### config.mk
export PLATFORM = sky130hd
export DESIGN_NAME = load_store_unit
export DESIGN_NICKNAME = d
export VERILOG_FILES = /design/src/rtl/lsu_pkg.sv /design/src/rtl/lsu_addr_gen.sv /design/src/rtl/load_store_unit.sv
export SDC_FILE = /design/constraint.sdc
export NUM_CORES = 1
export LEC_CHECK = 0
export CORE_MARGIN = 2
export CORE_UTILIZATION = 53
export DETAILED_ROUTE_END_ITERATION = 16
export PLACE_DENSITY = 0.95
export SYNTH_ARGS = -nofsm -noshare
export SYNTH_HDL_FRONTEND = slang
export SYNTH_SLANG_ARGS = --single-unit
### constraint.sdc
create_clock -name clock -period 13.8 [get_ports clock]
set_input_delay 2.76 -clock clock [delete_from_list [all_inputs] [get_ports clock]]
set_output_delay 2.76 -clock clock [all_outputs]
set_load 0.1 [all_outputs]
### src/rtl/lsu_pkg.sv
// Shared types and constants for the load/store unit and its address generator.
package lsu_pkg;
  localparam int unsigned ADDR_W     = 32;
  localparam int unsigned DATA_W     = 32;
  localparam int unsigned IMM_W      = 16;
  localparam int unsigned WORD_BYTES = 4;
  localparam logic [1:0]  ALIGN_MASK = 2'b11;

  typedef enum logic [2:0] {
    IDLE,
    CALC,
    READ,
    WRITE,
    RESP
  } lsu_state_t;
endpackage

### src/rtl/lsu_addr_gen.sv
// Effective-address generator: base plus sign-extended immediate, with word-alignment flag.
module lsu_addr_gen
  import lsu_pkg::*;
(
  input  logic [ADDR_W-1:0] base,
  input  logic [IMM_W-1:0]  offset,
  output logic [ADDR_W-1:0] ea,
  output logic              misaligned
);

  always_comb begin
    ea         = base + {{(ADDR_W-IMM_W){offset[IMM_W-1]}}, offset};
    misaligned = (ea[1:0] & ALIGN_MASK) != 2'b00;
  end

endmodule

### src/rtl/load_store_unit.sv
// Multicycle load/store initiator: one request at a time, drives the data-memory port,
// answers through a valid/ready response.
module load_store_unit
  import lsu_pkg::*;
#(
  parameter int unsigned WAIT_CYCLES = 1
) (
  input  logic              clock,
  input  logic              reset,
  input  logic              req_valid,
  output logic              req_ready,
  input  logic              req_write,
  input  logic [ADDR_W-1:0] base,
  input  logic [IMM_W-1:0]  offset,
  input  logic [DATA_W-1:0] store_data,
  output logic              resp_valid,
  input  logic              resp_ready,
  output logic [DATA_W-1:0] resp_data,
  output logic              resp_error,
  output logic [ADDR_W-1:0] mem_address,
  output logic [DATA_W-1:0] mem_write_data,
  output logic              mem_write,
  output logic              mem_read,
  input  logic [DATA_W-1:0] mem_read_data
);

  lsu_state_t        state, state_next;
  logic              wr_q;
  logic [ADDR_W-1:0] base_q;
  logic [IMM_W-1:0]  offset_q;
  logic [DATA_W-1:0] sdata_q;
  logic [3:0]        cnt;
  logic [ADDR_W-1:0] ea;
  logic              misaligned;

  lsu_addr_gen u_addr_gen (
    .base       (base_q),
    .offset     (offset_q),
    .ea         (ea),
    .misaligned (misaligned)
  );

  always_ff @(posedge clock or posedge reset) begin
    if (reset) begin
      state          <= IDLE;
      wr_q           <= 1'b0;
      base_q         <= '0;
      offset_q       <= '0;
      sdata_q        <= '0;
      cnt            <= '0;
      mem_address    <= '0;
      mem_write_data <= '0;
      resp_data      <= '0;
      resp_error     <= 1'b0;
    end else begin
      state <= state_next;
      case (state)
        IDLE: begin
          if (req_valid) begin
            wr_q     <= req_write;
            base_q   <= base;
            offset_q <= offset;
            sdata_q  <= store_data;
          end
        end
        CALC: begin
          // Address is registered even when misaligned so it stays observable afterwards.
          mem_address <= ea;
          resp_data   <= '0;
          resp_error  <= misaligned;
          if (!misaligned && wr_q)  mem_write_data <= sdata_q;
          if (!misaligned && !wr_q) cnt            <= 4'(WAIT_CYCLES);
        end
        READ: begin
          cnt <= cnt - 4'd1;
          if (cnt == 4'd1) resp_data <= mem_read_data;
        end
        default: ;
      endcase
    end
  end

  always_comb begin
    state_next = state;
    req_ready  = 1'b0;
    resp_valid = 1'b0;
    mem_read   = 1'b0;
    mem_write  = 1'b0;
    case (state)
      IDLE: begin
        req_ready = 1'b1;
        if (req_valid) state_next = CALC;
      end
      CALC: begin
        if (misaligned)  state_next = RESP;
        else if (wr_q)   state_next = WRITE;
        else             state_next = READ;
      end
      READ: begin
        mem_read = 1'b1;
        if (cnt == 4'd1) state_next = RESP;
      end
      WRITE: begin
        mem_write  = 1'b1;
        state_next = RESP;
      end
      RESP: begin
        resp_valid = 1'b1;
        if (resp_ready) state_next = IDLE;
      end
      default: state_next = IDLE;
    endcase
  end

endmodule
* After elaboration in Yosys (flattened, before gate mapping)
Cells that the tools add are included. Widths: inputs -> output; s select.
Word-level totals: register bits after elaboration 185, output and inout bits 101
Operators by class: add/subtract/negate cells 2, equal/unequal tests 9, muxes and demuxes 14, reduce and logical (&&, ||, !) cells 12
Operators by type and width (number):
- $pmux 32 s2 | 1
- $add 32x32->32 | 1
- $mux 32 | 1
- $pmux 3 s5 | 1
- $mux 3 | 4
- $ne 2x2->1 const B | 4
- $pmux 4 s2 | 1
- $reduce_and 2->1 | 4
- $eq 3x2->1 const B | 2
- $mux 1 | 5
- $eq 4x1->1 const B | 1
- $mux 4 | 1
- $reduce_bool 2->1 | 2
- $sub 4x1->4 const B | 1
- $eq 3x1->1 const B | 1
- $eq 3x3->1 const B | 1
- $logic_not 3->1 | 1
- $reduce_and 3->1 | 1
- $logic_and 1x1->1 | 2
- $logic_not 1->1 | 2

* Longest topological paths before layout
Gate-level depths: netlist of the first run.
depth in word-level cells 6, gate-level depth with buffers 10, mapped depth without buffers 10

* Cells and area by module
Synthesis of the first run repeated with hierarchy kept, for this count alone.
Second synthesis, totals: cell total of the unflattened synthesis 736, area total of the unflattened synthesis 9071.2 um^2
By module, submodules not included:
- load_store_unit | instances 1, cells an instance 496, area an instance 7310.8 um^2
- lsu_addr_gen | instances 1, cells an instance 240, area an instance 1760.4 um^2

* Worst setup path after synthesis of the first run
OpenSTA, ideal clock, no wires.
kind flip-flop to output port, start register state[0], end output port resp_valid, arrival time 2694 ps, path slack 8346 ps, cell stages (with the launch flop) 2, cell sequence dfrtp_1 -> nor3b_1
On the way: cells in the longest elaborated chain, start to end 2
Ends and longest elaborated chain:
- from (decl) | RTL line load_store_unit.sv:27 | lsu_state_t state, state_next;
- from (signal assigned) | RTL line load_store_unit.sv:56 | state <= state_next;
- $eq 3x3->1 | RTL line load_store_unit.sv:89 | case (state)
- $mux 1 | RTL line load_store_unit.sv:89
- to (decl) | RTL line load_store_unit.sv:16 | output logic resp_valid,
No other way between the ends.

* Worst setup path after layout of the first run
start register state[0], end output port mem_read
On the way: cells in the longest elaborated chain, start to end 2
Ends and longest elaborated chain:
- $eq 3x2->1 | RTL line load_store_unit.sv:89
- $mux 1 | RTL line load_store_unit.sv:89
- to (decl) | RTL line load_store_unit.sv:23 | output logic mem_read,
No other way between the ends.

==> impl_results.md, run 1 <==
- Status: finished, final reports clean
- Syn Area/Cell: 11.47 sq um
- Core Region: 15830 sq um
- Synth cell types: 52
- Synthesis Warnings: 0
- RSZ-0062 raised after global routing: false
- CTS tree: done
- CTS max path bufs: 2
- EDFF count, synth: 0
- Setup violators final: 0
- Port bufs: between 200 and 250
- Die area: approximately 17000 sq um
- CP endpoint kind: primary output
- Post-DRT Antenna Nets: 0
- Post-Syn Instances: between 700 and 800
- Post_cts resized: 0
- Cell Rows: 46
- Number of nets in the layout: 1105
- Setup WS post-layout: around 7.8 ns
- Reg clk slew, reported paths: roughly 0.070 ns
- Clk_lat worst skew: 0.44 ns
- Io pins: ~220
- Hold Crit Class: reg2reg
- Fin crit period: around 6.0 ns
- Routed vias: ~6500
- Max Clk Rate: 167.5 MHz
- Clock Sinks: 185
- Area of the multi-input gates: 3780 sq um
- Largest net degree at the start of global routing: around 110
- Final wirelength: between 20000 and 25000 um
- Post-synthesis async set-or-reset flop share: between 90% and 100%
- Total GRT Usage: 24.19%
- Post-Route Setup TNS: 0 ns
- Setup Skew: approximately 0.016 ns
- Crit path max fanout: 37
- Fill count: 1043
- Grt total ovfl: 0
- Arr. time, crit path: about 3.2 ns
- Kind of critical path: reg2out
- Clock root buffer master: clkbuf_16
- Commonest non-fill, non-tap cell in the layout: clkdlybuf4s50_1
- P&R area growth vs syn: 35.36%
- Hold Buf Count CTS: 0
- Startpoint class of the critical path: flip-flop
- DR pass1 iterations: 4
- First-pass GRT wire length: around 32000 um
- Seq. cell area: 4629 sq um
- Ant diodes: 0
- Rel. slew slack: between 10% and 20%
- DIE WIDTH: between 100 and 150 um
- Post-synthesis sequential area ratio: 54.20%
- DRC: 0
- Placement Setup Slack: ~8.3 ns
- FF+latch count, synth: approximately 190
- Maxcap violations: 0
- Worst Path Required: roughly 11 ns
- Vias in the first global route: 6655
- Initial antenna violation count: 0
- Chip Height: between 100 and 150 um
- Num CTS Buffers: 17
- WL/cell: 17.51 um
- Netlist Area Pre-Place: between 8000 and 9000 sq um
- Setup repair bufs after CTS: 0
- Initial Utilization: a little over half
- Ys flop type: dfrtp_1
- Fin crit share: a little over two fifths
- Detailed Place HPWL: between 10000 and 15000 um
- Syn_nets: 896
- Final GP Congestion: slightly below 0.9
- Final Hold Violating Endpoints: 0
- Least-Margin Pin Slew: 1.277 ns
- Number of DRC markers in iteration 0: 443
- Htree depth: 4
- Share of layout cells above drive strength 1: around 17%
- Vias/cell: around 5.5
- Most frequent cells in the layout: 217 x clkdlybuf4s50_1, 185 x dfrtp_1, 115 x mux2_2, 115 x nand2_1, 65 x o21ai_0
- Final slew viol count: 0
[final timing paths]
kind                                startpoint              end  slack (ns)  cells after the start
worst max-delay path                  state[0]         mem_read        7.83                      3
worst min-delay path            mem_address[0]   mem_address[0]        0.48                      2
worst max register to register       base_q[0]  mem_address[26]       10.51                     10
worst min register to register  mem_address[0]   mem_address[0]        0.48                      2
max in group asynchronous                reset      sdata_q[26]        9.28                      3
min in group asynchronous                reset      sdata_q[13]        2.92                      2
[area by class of cell]
class	count	area share, %
clock buffer	17	3.679
clock inverter	15	1.905
inverter	8	0.3030
multi-input combinational	521	32.69
sequential	185	40.04
tap	216	2.337
timing repair buffer	221	19.05
[cell families after synthesis]
group                    Yosys count  share of synthesized area, %
XOR/XNOR                          26                         2.666
flip-flops                       185                         54.20
AND/OR/NAND/NOR                  187                         9.755
adder cells (fa/ha/maj)           34                         5.068
buffers and inverters             39                         1.714
multiplexers                     115                         15.16
AO/OA/AOI/OAI                    159                         11.44
[stage by stage]
step,utilization (%),instance area (sq um),hold WS (ns),instances
finish,73.05,11560,0.4770,1183
global route,73.05,11560,0.5001,1183
floorplan,-,8542,0.4767,745
detailed placement,68.97,10920,0.4634,1151
global placement,68.97,10920,0.4547,1151
CTS,73.05,11560,0.4813,1183
[sequential cells by signal (all words and copies together) (netlist names)]
name and count:
resp_data 32, mem_address 32, mem_write_data 32, state 3, base_q 32, cnt 4
resp_error 1, offset_q 16, sdata_q 32, wr_q 1
[cell usage after synthesis, drive strengths merged (13+ instances only)]
master	count	share of area, %
nand2	115	5.1
o21ai	72	4.2
xor2	13	1.3
xnor2	13	1.3
dfrtp	185	54
clkbuf	27	1.2
nor2	20	0.88
a21oi	29	1.7
a21o	16	1.4
mux2	115	15
ha	33	4.8
[per-layer routing]
metal  wire (um)  global-route usage (%)  vias up
li1            -                       -     3061
met1        8453                   29.22     3202
met2       10730                   41.97      212
met3        1090                   5.497       36
met4         435                   9.887        0
met5           0                       0        -
[critical path, stage by stage (launching register included)]
cell and delay [ns]:
dfrtp_1 0.44, or3b_2 0.56, inv_2 0.52, clkdlybuf4s50_1 1.25
Power of run 1 is left out: the tool's default activity adds up to more than one toggle a clock period on the data nets, which glitch-free logic cannot reach.
==> inputs of run 2 (changes only) <==
--- a/config.mk
+++ b/config.mk
@@ -6,9 +6,9 @@
 export NUM_CORES = 1
 export LEC_CHECK = 0
 export CORE_MARGIN = 2
-export CORE_UTILIZATION = 53
+export CORE_UTILIZATION = 49
 export DETAILED_ROUTE_END_ITERATION = 16
-export PLACE_DENSITY = 0.95
+export PLACE_DENSITY = 0.91
 export SYNTH_ARGS = -nofsm -noshare
 export SYNTH_HDL_FRONTEND = slang
 export SYNTH_SLANG_ARGS = --single-unit
==> constraint.sdc (replaced) <==
create_clock -name clock -period 6.25 [get_ports clock]
set_input_delay 1.25 -clock clock [delete_from_list [all_inputs] [get_ports clock]]
set_output_delay 1.25 -clock clock [all_outputs]
set_load 0.1 [all_outputs]
==> run 2 against run 1 <==
Effect of this change:
- final area about the same
- critical path depth unchanged
- first-iteration DRC count down 5.0%
- via count down 1.2%
- worst hold slack better by 0.0054 ns
==> impl_results.md, run 2 (synthesis gave the netlist of run 1 again) <==
- Most frequent cells in the layout: 217 x clkdlybuf4s50_1, 185 x dfrtp_1, 115 x mux2_2, 115 x nand2_1, 65 x o21ai_0
- Routed wl met3: 1306 um (+20%)
- Hold Path Stages: 2 (unchanged)
- First-pass GRT wire length: 31650 um (-2.2%)
- CP bufs+invs: 2 (unchanged)
- Vias in the first global route: 6327 (-4.9%)
- Max Used Layer: met4
- Commonest non-fill, non-tap cell in the layout: clkdlybuf4s50_1
- Hold path endpoint: mem_address[16]
- Maxcap violations: 0 (unchanged)
- CP endpoint kind: primary output
- Reg clk slew, reported paths: 0.08 ns (about the same)
- CP max-delay cell: clkdlybuf4s50_1
- DIE WIDTH: 136.0 um (+3.9%)
- Worst flop-to-flop path endpoint: mem_address[26]
- Status: finished, final reports clean
- Number of DRC markers in iteration 0: 421 (-5.0%)
- Final Hold Violating Endpoints: 0 (unchanged)
- Crit path max fanout: 37 (unchanged)
- Max stage delay on crit path: 1.25 ns (about the same)
- CTS tree: done
- Setup repair bufs after CTS: 0 (unchanged)
- Least-Margin Pin Slew: 1.064 ns (-0.2132 ns)
- Clock Sinks: 185 (unchanged)
- R2r worst-path depth: 10 (unchanged)
- Rel. slew slack: 28.84% (+14 points)
- RR Startpoint: base_q[0]
- Htree depth: 4 (unchanged)
- Setup WS post-layout: 1.820 ns (-6.010 ns)
- Kind of critical path: reg2out
- Final wirelength: 20100 um (-3.0%)
- Detailed Place HPWL: 14100 um (-3.7%)
- Initial antenna violation count: 0 (unchanged)
- RSZ-0062 raised after global routing: false
- Setup violators final: 0 (unchanged)
- Startpoint class of the critical path: flip-flop
- Routed vias: 6435 (-1.2%)
- Total GRT Usage: 21.80% (-2.4 points)
- Vias/cell: 5.394 (-2.0%)
- Hold slack: 0.4824 ns (+0.005352 ns)
- Worst Hold Launch: mem_address[16]
- Initial Utilization: 49.73% (-4.2 points)
- Post-Route Setup TNS: 0 ns (unchanged)
- Arr. time, crit path: 3.18 ns (-0.03 ns)
- R2R Setup Slk: 3.06 ns (-7.45 ns)
- Ant diodes: 0 (unchanged)
- Hold Crit Class: reg2reg
- Crit path cell chain: or3b_2 > inv_2 > clkdlybuf4s50_1
- Post_cts resized: 0 (unchanged)
- Share of layout cells above drive strength 1: 16.63% (+0.086 points)
- Grt total ovfl: 0 (unchanged)
- Post-DRT Antenna Nets: 0 (unchanged)
- DRC: 0 (unchanged)
- Clock root buffer master: clkbuf_16
- Number of nets in the layout: 1106 (+0.090%)
- Max Clk Rate: around 230 MHz
- DR WL met2: 9981 um (-7.0%)
- CTS max path bufs: 2 (unchanged)
- Final GP Congestion: 0.8474 (-2.0%)
- Cell Rows: 48 (+4.3%)
- Clk_lat worst skew: 0.44 ns (about the same)
- Met1 Routed Length: 8561 um (+1.3%)
- Final slew viol count: 0 (unchanged)
- Fin crit share: between 70% and 80%
- Die area: 18500 sq um (+7.9%)
- WL/cell: 16.85 um (-3.8%)
- Io pins: 218 (unchanged)
- DR pass1 iterations: 5 (+1)
- Port bufs: 217 (unchanged)
- Placement Setup Slack: 2.274 ns (-6.031 ns)
- Hold Buf Count CTS: 0 (unchanged)
- Largest net degree at the start of global routing: 186 (+77%)
- Chip Height: 136.0 um (+3.9%)
- Worst Path Required: 5.00 ns (-6.04 ns)
- Crit path max-delay family: buffers and inverters
- Num CTS Buffers: 17 (unchanged)
- Fill count: 1295 (+24%)
- P&R area growth vs syn: 35.42% (about the same)
- Fin crit period: around 4.4 ns
- Core Region: 17180 sq um (+8.5%)
- Setup Skew: 0.01469 ns (-0.0009811 ns)
## run 2: cell types whose count changed in the layout (fill, tap and decap cells not counted), sizes merged
| cell | before | now |
|---|---|---|
| clkinvlp | 0 | 4 |
| inv | 15 | 12 |
| buf | 4 | 5 |
| bufinv | 1 | 0 |
## run 2: per-stage QoR
stage	cell area [sq um]	util, %	instances
5_1_grt	11570	67.34	1193
4_1_cts	11570	67.34	1193
2_1_floorplan	8546	-	745
3_3_place_gp	10950	63.73	1161
3_5_place_dp	10950	63.73	1161
6_report	11570	67.34	1193
## run 2: worst max-delay path by stage
stage          slack, ns     start  cells after the start        end
3_5_place_dp        2.27  state[0]                      3   mem_read
3_3_place_gp        2.29  state[0]                      3   mem_read
6_report            1.82  state[0]                      3   mem_read
2_1_floorplan       2.30  state[1]                      5  base_q[0]
4_1_cts             1.80  state[0]                      3   mem_read
5_1_grt             1.67  state[0]                      3   mem_read
## run 2: area by class of cell
class	instances	area (sq um)	area share [%]
clock inverter	15	195.2	1.687
timing repair buffer	222	2222	19.21
clock buffer	17	425.4	3.678
inverter	8	33.78	0.2921
tap	225	281.5	2.434
sequential	185	4629	40.02
multi-input combinational	521	3780	32.68
## run 2: worst reg2reg max path, cell delays in order (launching register included)
cell      delay (ns)
dfrtp_1         0.38
ha_1            0.25
fa_1            0.44
a211oi_1        0.43
or3_1           0.20
nand4b_1        0.15
a311oi_1        0.38
o21ai_1         0.22
a41oi_1         0.29
xnor2_1         0.09
mux2_2          0.26
## run 2: routing by layer
metal / global-route usage (%) / vias to the layer above
met3: 6.152 / 16
met1: 28.18 / 3161
met4: 6.829 / 0
li1: - / 3064
met2: 35.65 / 194
met5: 0 / -
Power of run 2 is left out for the same reason.
==> edit (flow settings as in run 1) <==
Reset style: synchronous (`reset`), changed in one clocked block.
--- a/src/rtl/load_store_unit.sv
+++ b/src/rtl/load_store_unit.sv
@@ -42,3 +42,3 @@
 
-  always_ff @(posedge clock or posedge reset) begin
+  always_ff @(posedge clock) begin
     if (reset) begin
Check against the original RTL: differs if reset is asserted again (counterexample within 4 cycles, from zero or initial values and one cycle with reset high); with reset held inactive, the same outputs for 4 cycles.
==> edit against run 1 <==
  * Synthesized area is 3.7% lower
  * Sequential cell count stayed put
  * Register-to-register slack better by 0.26 ns
  * Sequential share of layout area is 6.3 points lower
  * Final area is 5.0% lower
  * Wire length is 7.6% higher
  * Worst setup slack better by 0.055 ns
==> edit: results (changes against run 1) <==
stage,metric,value,unit,change
run_status,outcome,"finished, final reports clean",,
power_and_ir_drop,leakage power,4.133,nW,
worst_setup_path,Reg2Reg Depth,9,,-1
logic_synthesis,synth top area cells,"dfxtp_1 (45%), nand2_1 (15%), a21oi_1 (12%), ha_1 (5.0%), clkbuf_1 (2.6%)",,
power_and_ir_drop,maximum ir drop on the vdd rail,0.0001054,V,
global_route,initial antenna violation count,0,,unchanged
cts,CTS buffer count,17,,unchanged
place,pre-CTS WS,8.299,ns,-0.006450 ns
logic_synthesis,Mapped Nets,1208,,+35%
worst_setup_path,R2R Path End,mem_address[25],,
cts,clk root buf,clkbuf_16,,
logic_synthesis,Syn Inst Count,1057,,+42%
logic_synthesis,Yosys cell types,59,,+13%
cts,clk_lat worst skew,0.43,ns,
worst_setup_path,Reg2Reg Launch Point,offset_q[15],,
place,routability cong.,0.9491,,+9.7%
route,final wirelength,22280,um,+7.6%
route,DRT iter0 DRCs,615,,+39%
cts,H-tree levels,4,,unchanged
layout,share of layout cells above drive strength 1,4.435,%,-12 points
place,Post-Place Cells,1396,,+21%
cts,post_cts resized,0,,unchanged
global_route,Global Route Usage Sum,26.61,%,+2.4 points
logic_synthesis,"Seq/Total Area, Yosys",45.03,%,-9.2 points
worst_hold_path,Min-Delay Path Depth,2,,unchanged
worst_setup_path,critical path arrival,3.15,ns,-0.06 ns
worst_hold_path,hold path start,resp_data[14],,
logic_synthesis,"Top FF cell, synth",dfxtp_1,,
worst_hold_path,WHS Endpoint,resp_data[14],,
layout,# fillers,1118,,+7.2%
worst_setup_path,R2R Setup Slk,10.77,ns,+0.26 ns
cts,clk slew on worst S/H paths,0.07,ns,about the same
route,wire per inst,15.60,um,-11%
timing,Slew HR,17.21,%,+2.6 points
worst_setup_path,crit path max fanout,37,,unchanged
worst_hold_path,worst min-delay path category,flop to flop,,
logic_synthesis,Synth top cells by count,"nand2_1 (320), a21oi_1 (193), dfxtp_1 (185)",,
layout,Antenna diodes,0,,unchanged
logic_synthesis,ys async rst share,0,%,-100 points
logic_synthesis,synth warn,0,,unchanged
logic_synthesis,top cell type's share of synthesized area,45.03,%,-9.2 points
place,# port buffers,217,,unchanged
cts,Max Buffers Root-to-Sink,2,,unchanged
global_route,first-pass GRT wire length,35650,um,+10%
cts,Post-CTS Setup Bufs,0,,unchanged
timing,Clock Skews,0.008795,ns,-0.006877 ns
route,vias,8061,,+24%
global_route,vias in the first global route,7573,,+14%
global_route,largest net degree at the start of global routing,96,,-8.6%
place,post-DP HPWL,15540,um,+6.2%
place,placed cell areas,10400,sq um,-4.8%
route,DRT Pass-1 Iters,6,,+2
power_and_ir_drop,Int Pwr,0.001094,W,
-- edit: cell count changes after synthesis, sizes merged, moves of 10 or more --
cell / change
nand3: +32
a21oi: +166
mux2: -115
dfrtp: -185
dfxtp: +185
nor2: +10
clkbuf: +29
buf: +11
nand2: +206
o21ai: -38
-- edit: area by class of cell --
class                   count  area [sq um]  share of cell area (%)
flip-flops and latches    185          3704                   33.72
inverters                   7         26.28                  0.2392
clock inverters            12         130.1                   1.185
repair buffers            222          2207                   20.10
clock buffers              20         456.7                   4.158
well taps                 188         235.2                   2.142
multi-input cells         794          4224                   38.46
-- edit: power by group through the flow --
stage,registers [W],clock network [W],logic [W]
global route,0.000689,0.000503,0.000858
detailed placement,0.000689,0,0.000788
global placement,0.000685,0,0.000773
finish,0.000679,0.000477,0.000796
CTS,0.000678,0.000484,0.000793
floorplan,0.000874,0,0.000404
-- edit: critical path, stage by stage (launching register included) --
cell	delay (ns)
dfxtp_1	0.46
inv_1	0.11
or3_1	0.42
inv_2	0.48
clkdlybuf4s50_1	1.25
-- edit: through the flow --
stage	hold slack [ns]	total power, W
global route	0.4738	0.002050
CTS	0.4524	0.001955
finish	0.4511	0.001953
floorplan	0.4321	0.001278
global placement	0.4332	0.001459
detailed placement	0.4432	0.001477
-- edit: how the worst max path moves through the flow --
| stage | startpoint | end | slack (ns) | depth (start not counted) |
|---|---|---|---|---|
| 4_1_cts | state[1] | mem_read | 7.87 | 4 |
| 3_5_place_dp | reset | mem_address[19] | 8.30 | 5 |
| 6_report | state[1] | mem_read | 7.89 | 4 |
| 3_3_place_gp | reset | mem_address[19] | 8.34 | 5 |
| 2_1_floorplan | state[1] | mem_write | 8.22 | 3 |
| 5_1_grt | state[1] | mem_read | 7.69 | 4 |
-- edit: logic make-up after synthesis --
| logic type | share of synthesized area (%) |
|---|---|
| buffers and inverters | 3.788 |
| and+or+nand+nor | 22.45 |
| AOI/OAI and AO/OA | 20.47 |
| DFF | 45.03 |
| adders and majority gates | 5.263 |
| xor gates and xnor gates | 2.875 |
| muxes | 0.1217 |
-- edit: per-layer routing --
layer | track usage, % | share of wire [%] | vias up
met4 | 12.79 | 4.0 | 0
met1 | 32.46 | 42 | 3698
met5 | 0 | 0 | -
li1 | - | - | 3949
met3 | 5.239 | 6.3 | 70
met2 | 45.28 | 48 | 344
